**config.mk**
```make
export PLATFORM = sky130hd
export DESIGN_NAME = sram_access_scheduler
export DESIGN_NICKNAME = d
export VERILOG_FILES = /design/src/rtl/sram_access_scheduler_pkg.sv /design/src/rtl/sram_owner_mux.sv /design/src/rtl/sram_access_scheduler.sv
export SDC_FILE = /design/constraint.sdc
export NUM_CORES = 1
export LEC_CHECK = 0
export ABC_AREA = 1
export ABC_CLOCK_PERIOD_IN_PS = 3860
export BUFFER_PORTS_ARGS = -buffer_cell sky130_fd_sc_hd__buf_2
export CAP_MARGIN = 25
export CORE_UTILIZATION = 47
export DETAILED_ROUTE_END_ITERATION = 8
export GPL_TIMING_DRIVEN = 0
export PLACE_DENSITY = 0.87
export SLEW_MARGIN = 20
export SYNTH_ARGS = -nofsm -noshare
export SYNTH_HDL_FRONTEND = slang
export SYNTH_SLANG_ARGS = --single-unit
```
**constraint.sdc**
```tcl
create_clock -name CLOCK_50_I -period 3.86 [get_ports CLOCK_50_I]
set_clock_uncertainty 0.1 [all_clocks]
set_input_delay 0.772 -clock CLOCK_50_I [delete_from_list [all_inputs] [get_ports CLOCK_50_I]]
set_output_delay 0.772 -clock CLOCK_50_I [all_outputs]
set_load 0.05 [all_outputs]
```
**src/rtl/sram_access_scheduler_pkg.sv**
```systemverilog
// Shared state encoding and default timing constants for the SRAM access scheduler.
package sched_pkg;

  typedef enum logic [3:0] {
    S_IDLE    = 4'd0,
    S_UART_RX = 4'd1,
    S_GAP_M1  = 4'd2,
    S_M1      = 4'd3,
    S_GAP_M2  = 4'd4,
    S_M2      = 4'd5,
    S_GAP_VGA = 4'd6,
    S_ERROR   = 4'd7
  } sched_state_t;

  // 1 s of line silence at 50 MHz ends an image load.
  localparam logic [25:0] UART_TIMEOUT_DEFAULT = 26'd49999999;
  localparam logic [31:0] WDOG_CYCLES_DEFAULT  = 32'd100000000;

endpackage

```
**src/rtl/sram_owner_mux.sv**
```systemverilog
// Combinational selection of the single SRAM requester owning the port in each scheduler state.
module sram_owner_mux
  import sched_pkg::*;
#(
  parameter int ADDR_W = 18,
  parameter int DATA_W = 16
) (
  input  sched_state_t      state,
  input  logic [ADDR_W-1:0] uart_address,
  input  logic [DATA_W-1:0] uart_write_data,
  input  logic              uart_we_n,
  input  logic [ADDR_W-1:0] m1_address,
  input  logic [DATA_W-1:0] m1_write_data,
  input  logic              m1_we_n,
  input  logic [ADDR_W-1:0] m2_address,
  input  logic [DATA_W-1:0] m2_write_data,
  input  logic              m2_we_n,
  input  logic [ADDR_W-1:0] vga_address,
  output logic [ADDR_W-1:0] sram_address,
  output logic [DATA_W-1:0] sram_write_data,
  output logic              sram_we_n
);

  // Gap and error states park the port on a harmless read of address 0.
  always_comb begin
    sram_address    = '0;
    sram_write_data = '0;
    sram_we_n       = 1'b1;
    case (state)
      S_IDLE: begin
        sram_address = vga_address;
      end
      S_UART_RX: begin
        sram_address    = uart_address;
        sram_write_data = uart_write_data;
        sram_we_n       = uart_we_n;
      end
      S_M1: begin
        sram_address    = m1_address;
        sram_write_data = m1_write_data;
        sram_we_n       = m1_we_n;
      end
      S_M2: begin
        sram_address    = m2_address;
        sram_write_data = m2_write_data;
        sram_we_n       = m2_we_n;
      end
      default: ;
    endcase
  end

endmodule

```
**src/rtl/sram_access_scheduler.sv**
```systemverilog
// Sequences UART load -> M1 -> M2 -> VGA and hands the SRAM port to one owner at a time.
// Optional milestone watchdog and S_ERROR recovery enabled by defining SCHED_WATCHDOG_EN.
module sram_access_scheduler
  import sched_pkg::*;
#(
  parameter logic [25:0] UART_TIMEOUT = UART_TIMEOUT_DEFAULT,
  parameter logic [31:0] WDOG_CYCLES  = WDOG_CYCLES_DEFAULT,
  parameter int          ADDR_W       = 18,
  parameter int          DATA_W       = 16
) (
  input  logic              CLOCK_50_I,
  input  logic              resetn,
  input  logic              UART_RX_I,
  input  logic              rerun_req,
  input  logic [ADDR_W-1:0] UART_SRAM_address,
  input  logic [DATA_W-1:0] UART_SRAM_write_data,
  input  logic              UART_SRAM_we_n,
  input  logic [ADDR_W-1:0] M1_SRAM_address,
  input  logic [DATA_W-1:0] M1_SRAM_write_data,
  input  logic              M1_SRAM_we_n,
  input  logic [ADDR_W-1:0] M2_SRAM_address,
  input  logic [DATA_W-1:0] M2_SRAM_write_data,
  input  logic              M2_SRAM_we_n,
  input  logic [ADDR_W-1:0] VGA_SRAM_address,
  input  logic              M1_done,
  input  logic              M2_done,
  output logic [ADDR_W-1:0] SRAM_address,
  output logic [DATA_W-1:0] SRAM_write_data,
  output logic              SRAM_we_n,
  output logic              UART_rx_initialize,
  output logic              UART_rx_enable,
  output logic              VGA_enable,
  output logic              M1_start,
  output logic              M2_start,
  output logic [3:0]        sched_state,
  output logic              wdog_error
);

  sched_state_t state, state_next;
  logic         uart_init;
  logic [25:0]  uart_timer;
  logic         wdog_hit;

  always_ff @(posedge CLOCK_50_I or negedge resetn) begin
    if (!resetn) begin
      state      <= S_IDLE;
      uart_init  <= 1'b0;
      uart_timer <= '0;
    end else begin
      state     <= state_next;
      uart_init <= (state == S_IDLE) && (state_next == S_UART_RX);
      // Any UART write restarts the silence timer; it holds at all-ones rather than wrapping.
      if ((state != S_UART_RX) || !UART_SRAM_we_n)
        uart_timer <= '0;
      else if (uart_timer != '1)
        uart_timer <= uart_timer + 26'd1;
    end
  end

  always_comb begin
    state_next = state;
    case (state)
      S_IDLE: begin
        if (!UART_RX_I)
          state_next = S_UART_RX;
        else if (rerun_req)
          state_next = S_GAP_M1;
      end
      S_UART_RX: begin
        if (uart_timer >= UART_TIMEOUT)
          state_next = S_GAP_M1;
      end
      S_GAP_M1:  state_next = S_M1;
      S_M1: begin
        if (M1_done)
          state_next = S_GAP_M2;
        else if (wdog_hit)
          state_next = S_ERROR;
      end
      S_GAP_M2:  state_next = S_M2;
      S_M2: begin
        if (M2_done)
          state_next = S_GAP_VGA;
        else if (wdog_hit)
          state_next = S_ERROR;
      end
      S_GAP_VGA: state_next = S_IDLE;
`ifdef SCHED_WATCHDOG_EN
      S_ERROR: begin
        if (rerun_req)
          state_next = S_GAP_M1;
      end
`endif
      default:   state_next = S_IDLE;
    endcase
  end

`ifdef SCHED_WATCHDOG_EN
  logic [31:0] wdog_cnt;
  logic        wdog_flag;

  always_ff @(posedge CLOCK_50_I or negedge resetn) begin
    if (!resetn) begin
      wdog_cnt  <= '0;
      wdog_flag <= 1'b0;
    end else begin
      if ((state == S_M1) || (state == S_M2)) begin
        if (wdog_cnt != '1)
          wdog_cnt <= wdog_cnt + 32'd1;
      end else begin
        wdog_cnt <= '0;
      end
      if ((state_next == S_ERROR) && (state != S_ERROR))
        wdog_flag <= 1'b1;
      else if ((state == S_ERROR) && rerun_req)
        wdog_flag <= 1'b0;
    end
  end

  // Counter reads N-1 in the Nth owned cycle, so the owner keeps SRAM for exactly WDOG_CYCLES.
  assign wdog_hit   = (wdog_cnt >= (WDOG_CYCLES - 32'd1));
  assign wdog_error = wdog_flag;
`else
  logic unused_wdog;
  assign unused_wdog = ^WDOG_CYCLES;
  assign wdog_hit    = 1'b0;
  assign wdog_error  = 1'b0;
`endif

  assign UART_rx_initialize = uart_init;
  assign UART_rx_enable     = (state == S_UART_RX) && !uart_init;
  assign VGA_enable         = (state == S_IDLE);
  assign M1_start           = (state == S_GAP_M1);
  assign M2_start           = (state == S_GAP_M2);
  assign sched_state        = state;

  sram_owner_mux #(
    .ADDR_W (ADDR_W),
    .DATA_W (DATA_W)
  ) u_owner_mux (
    .state           (state),
    .uart_address    (UART_SRAM_address),
    .uart_write_data (UART_SRAM_write_data),
    .uart_we_n       (UART_SRAM_we_n),
    .m1_address      (M1_SRAM_address),
    .m1_write_data   (M1_SRAM_write_data),
    .m1_we_n         (M1_SRAM_we_n),
    .m2_address      (M2_SRAM_address),
    .m2_write_data   (M2_SRAM_write_data),
    .m2_we_n         (M2_SRAM_we_n),
    .vga_address     (VGA_SRAM_address),
    .sram_address    (SRAM_address),
    .sram_write_data (SRAM_write_data),
    .sram_we_n       (SRAM_we_n)
  );

endmodule

```
==> impl_metrics.csv <==
group,metric,value,unit
detailed_routing,wl_met1,4625,um
detailed_routing,top_layer,"met4",
grt,antenna_found_initial,0,
finish,nFillCells,519,
die,io_pins,174,
synthesis,yosysMostFrequentCell,"nand2_1",
die,initial_core_util,49.40,%
finish,final_nets,786,
finish,stdcell_count,729,
detailed_routing,antenna_left,0,
synthesis,syn_inst,476,
die,die_y,78.77,um
clock_network,ctsResizeCount,0,
sta,period_share,75.10,%
clock_network,cts_setup_buffers,0,
finish,final_util,68.21,%
synthesis,synth_edf_count,0,
detailed_routing,viasPerCell,5.222,
sta,holdWs,0.4269,ns
grt,track_usage,33.19,%
sta,slew_viol_final,0,
grt,grt_max_degree,32,
synthesis,async_flop_share,100.0,%
detailed_routing,drt_iter0_drc,295,
sta,fin_setup_tns,0,ns
finish,areaGrowthSynthToFinish,38.08,%
clock_network,cts.path.max_buffers,2,
clock_network,hold_buffers,0,
finish,drive_above_1_share,32.88,%
sta,timing.final.ws_setup,0.9612,ns
finish,multi_input_area,1755,um2
placed_design,dp_hpwl,8551,um
sta,setup_viol,0,
outcome,status,"finished clean",
synthesis,synth-seq-cells,31,
synthesis,synthTopCellsByArea,"nand2_1, dfrtp_1, nand3_1",
grt,grt_overflow,0,
synthesis,ys_types,33,
clock_network,h-tree-depth,2,
power,leakage,0.002186,uW
placed_design,place_inst,721,
detailed_routing,wl_per_cell,14.40,um
clock_network,clkLatencyLatePin,0.29,ns
power,power.density,371.5,nW/um2
setup_path,cp-start-kind,"flip-flop",
synthesis,syn_area,2770,um2
clock_network,clkTransAtPathRegs,0.07,ns
detailed_routing,drc,0,
clock_network,cts.sinks,31,
synthesis,yosysTopAreaCell,"nand2_1",
clock_network,numCtsBuffers,5,
die,row_count,27,
setup_path,timing.rr.start,"uart_timer[0]",
synthesis,synth_top_area_share,31.30,%
setup_path,rr_endpoint,"uart_timer[6]",
setup_path,path_class,"flip-flop to primary output",
sta,rsz0062_at_grt,"false",
synthesis,yosys_warnings,0,
placed_design,io_buffers,172,
die,dieWidth,78.77,um
setup_path,r2r_cells,8,
sta,relSlewSlack,52.88,%
detailed_routing,first_pass_iters,5,
grt,grt_pass1_vias,3175,
clock_network,clock-root-buffer,"clkbuf_8",
placed_design,place_ws,1.294,ns
detailed_routing,wl,10500,um
hold_path,hold_class,"primary input to async pin",
setup_path,cp.arrival,2.03,ns
synthesis,yosys-top-cells-count,"nand2_1, nand3_1, nor2_1",
die,core_area,5608,um2
setup_path,end_kind,"primary output",
detailed_routing,vias,3807,
finish,seq_area,775.7,um2
finish,diodes,0,
power,max-vdd-ir-drop,309.0,uV
synthesis,yosys_most_used_dff,"dfrtp_1",
die,die_area,6205,um2
detailed_routing,wl_met2,4484,um
detailed_routing,met3_length,1273,um
setup_path,critical_path.startpoint,"sched_state[1]",
synthesis,avgSynthCellArea,5.820,um2
sta,fin_crit,2.899,ns
grt,grt_pass1_wl,15610,um
setup_path,critPathMaxFanout,10,
setup_path,crit_required,2.99,ns
sta,report.final.hold_viol_count,0,
clock_network,tritoncts,"built",
setup_path,endpoint,"SRAM_address[0]",
run,max_cap_violations,0,
sta,fmax,345.0,MHz
placed_design,place.gp.congestion,0.9772,
synthesis,yosysSeqAreaShare,28.00,%
sta,tightestPinTransition,0.7069,ns
setup_path,r2r_slack,1.96,ns
[logic make-up (layout without fill, tap and decap cells)]
logic type               Yosys count  after routing  share of synthesized area (%)
other                              1              2                         0.1354
AO/OA/AOI/OAI                     16             16                          3.478
flip-flops                        31             31                          28.00
XOR/XNOR                           2              2                         0.6325
AND/OR/NAND/NOR                  374            374                          58.54
buffers and inverters             51            231                          8.762
adder cells (fa/ha/maj)            1              1                         0.4516
[routing by layer]
layer / track usage (%) / vias up
met3: 8.391 / 13
li1: - / 1875
met4: 5.556 / 0
met5: 0 / -
met2: 48.87 / 218
met1: 49.17 / 1701
[state kept, by name, summed over array words and instances (netlist names)]
register / flops
UART_rx_initialize: 1
uart_timer: 26
sched_state: 4
[worst max-delay path, cell delays in order (launching register included)]
cell,delay [ns]
dfrtp_1,0.46
nor2_2,0.17
nand2_2,0.11
inv_4,0.12
clkbuf_1,0.36
nand2_1,0.12
nand4_1,0.11
buf_2,0.26
[layout by cell type, fill, tap and decap left out, types with 2 or more instances in the layout]
master	Yosys	final
nor2_2	6	6
nand2_1	231	231
nand4_1	23	23
nor2_8	2	2
dfrtp_1	31	31
clkinv_1	2	2
buf_6	3	3
nor2_1	48	48
clkbuf_1	2	3
o31ai_1	2	2
o21ai_1	2	2
a21oi_1	3	3
buf_2	5	177
nand2_2	3	3
conb_1	1	2
o21ai_0	5	5
buf_4	5	5
or2_2	8	8
inv_1	31	31
clkbuf_8	0	7
nand3_1	49	49
nor3_1	2	2
[area by class of cell]
class	count	share of cell area (%)
Multi-Input combinational cell	395	45.89
Clock buffer	8	2.617
Sequential cell	31	20.28
Timing Repair Buffer	172	22.51
Buffer	15	2.715
Inverter	36	3.631
Tap cell	72	2.355
[stage by stage]
stage | total power, uW | area [um2]
floorplan | 895.4 | 2774
global placement | 1122 | 3725
detailed placement | 1128 | 3725
CTS | 1416 | 3825
global route | 1477 | 3825
finish | 1421 | 3825
[power by group]
part,total (uW),internal [uW],switching (uW)
Clock,290,163,128
Combinational,779,188,591
Sequential,352,336,15.8
Total,1420,686,735
[how the worst min path moves through the flow]
stage / from / endpoint / depth (start not counted)
2_1_floorplan: resetn / UART_rx_initialize / 0
3_3_place_gp: uart_timer[1] / uart_timer[1] / 2
3_5_place_dp: sched_state[3] / sched_state[2] / 1
4_1_cts: resetn / uart_timer[19] / 1
5_1_grt: resetn / uart_timer[23] / 1
6_report: resetn / uart_timer[19] / 1
(Power assumes the default switching activity.)
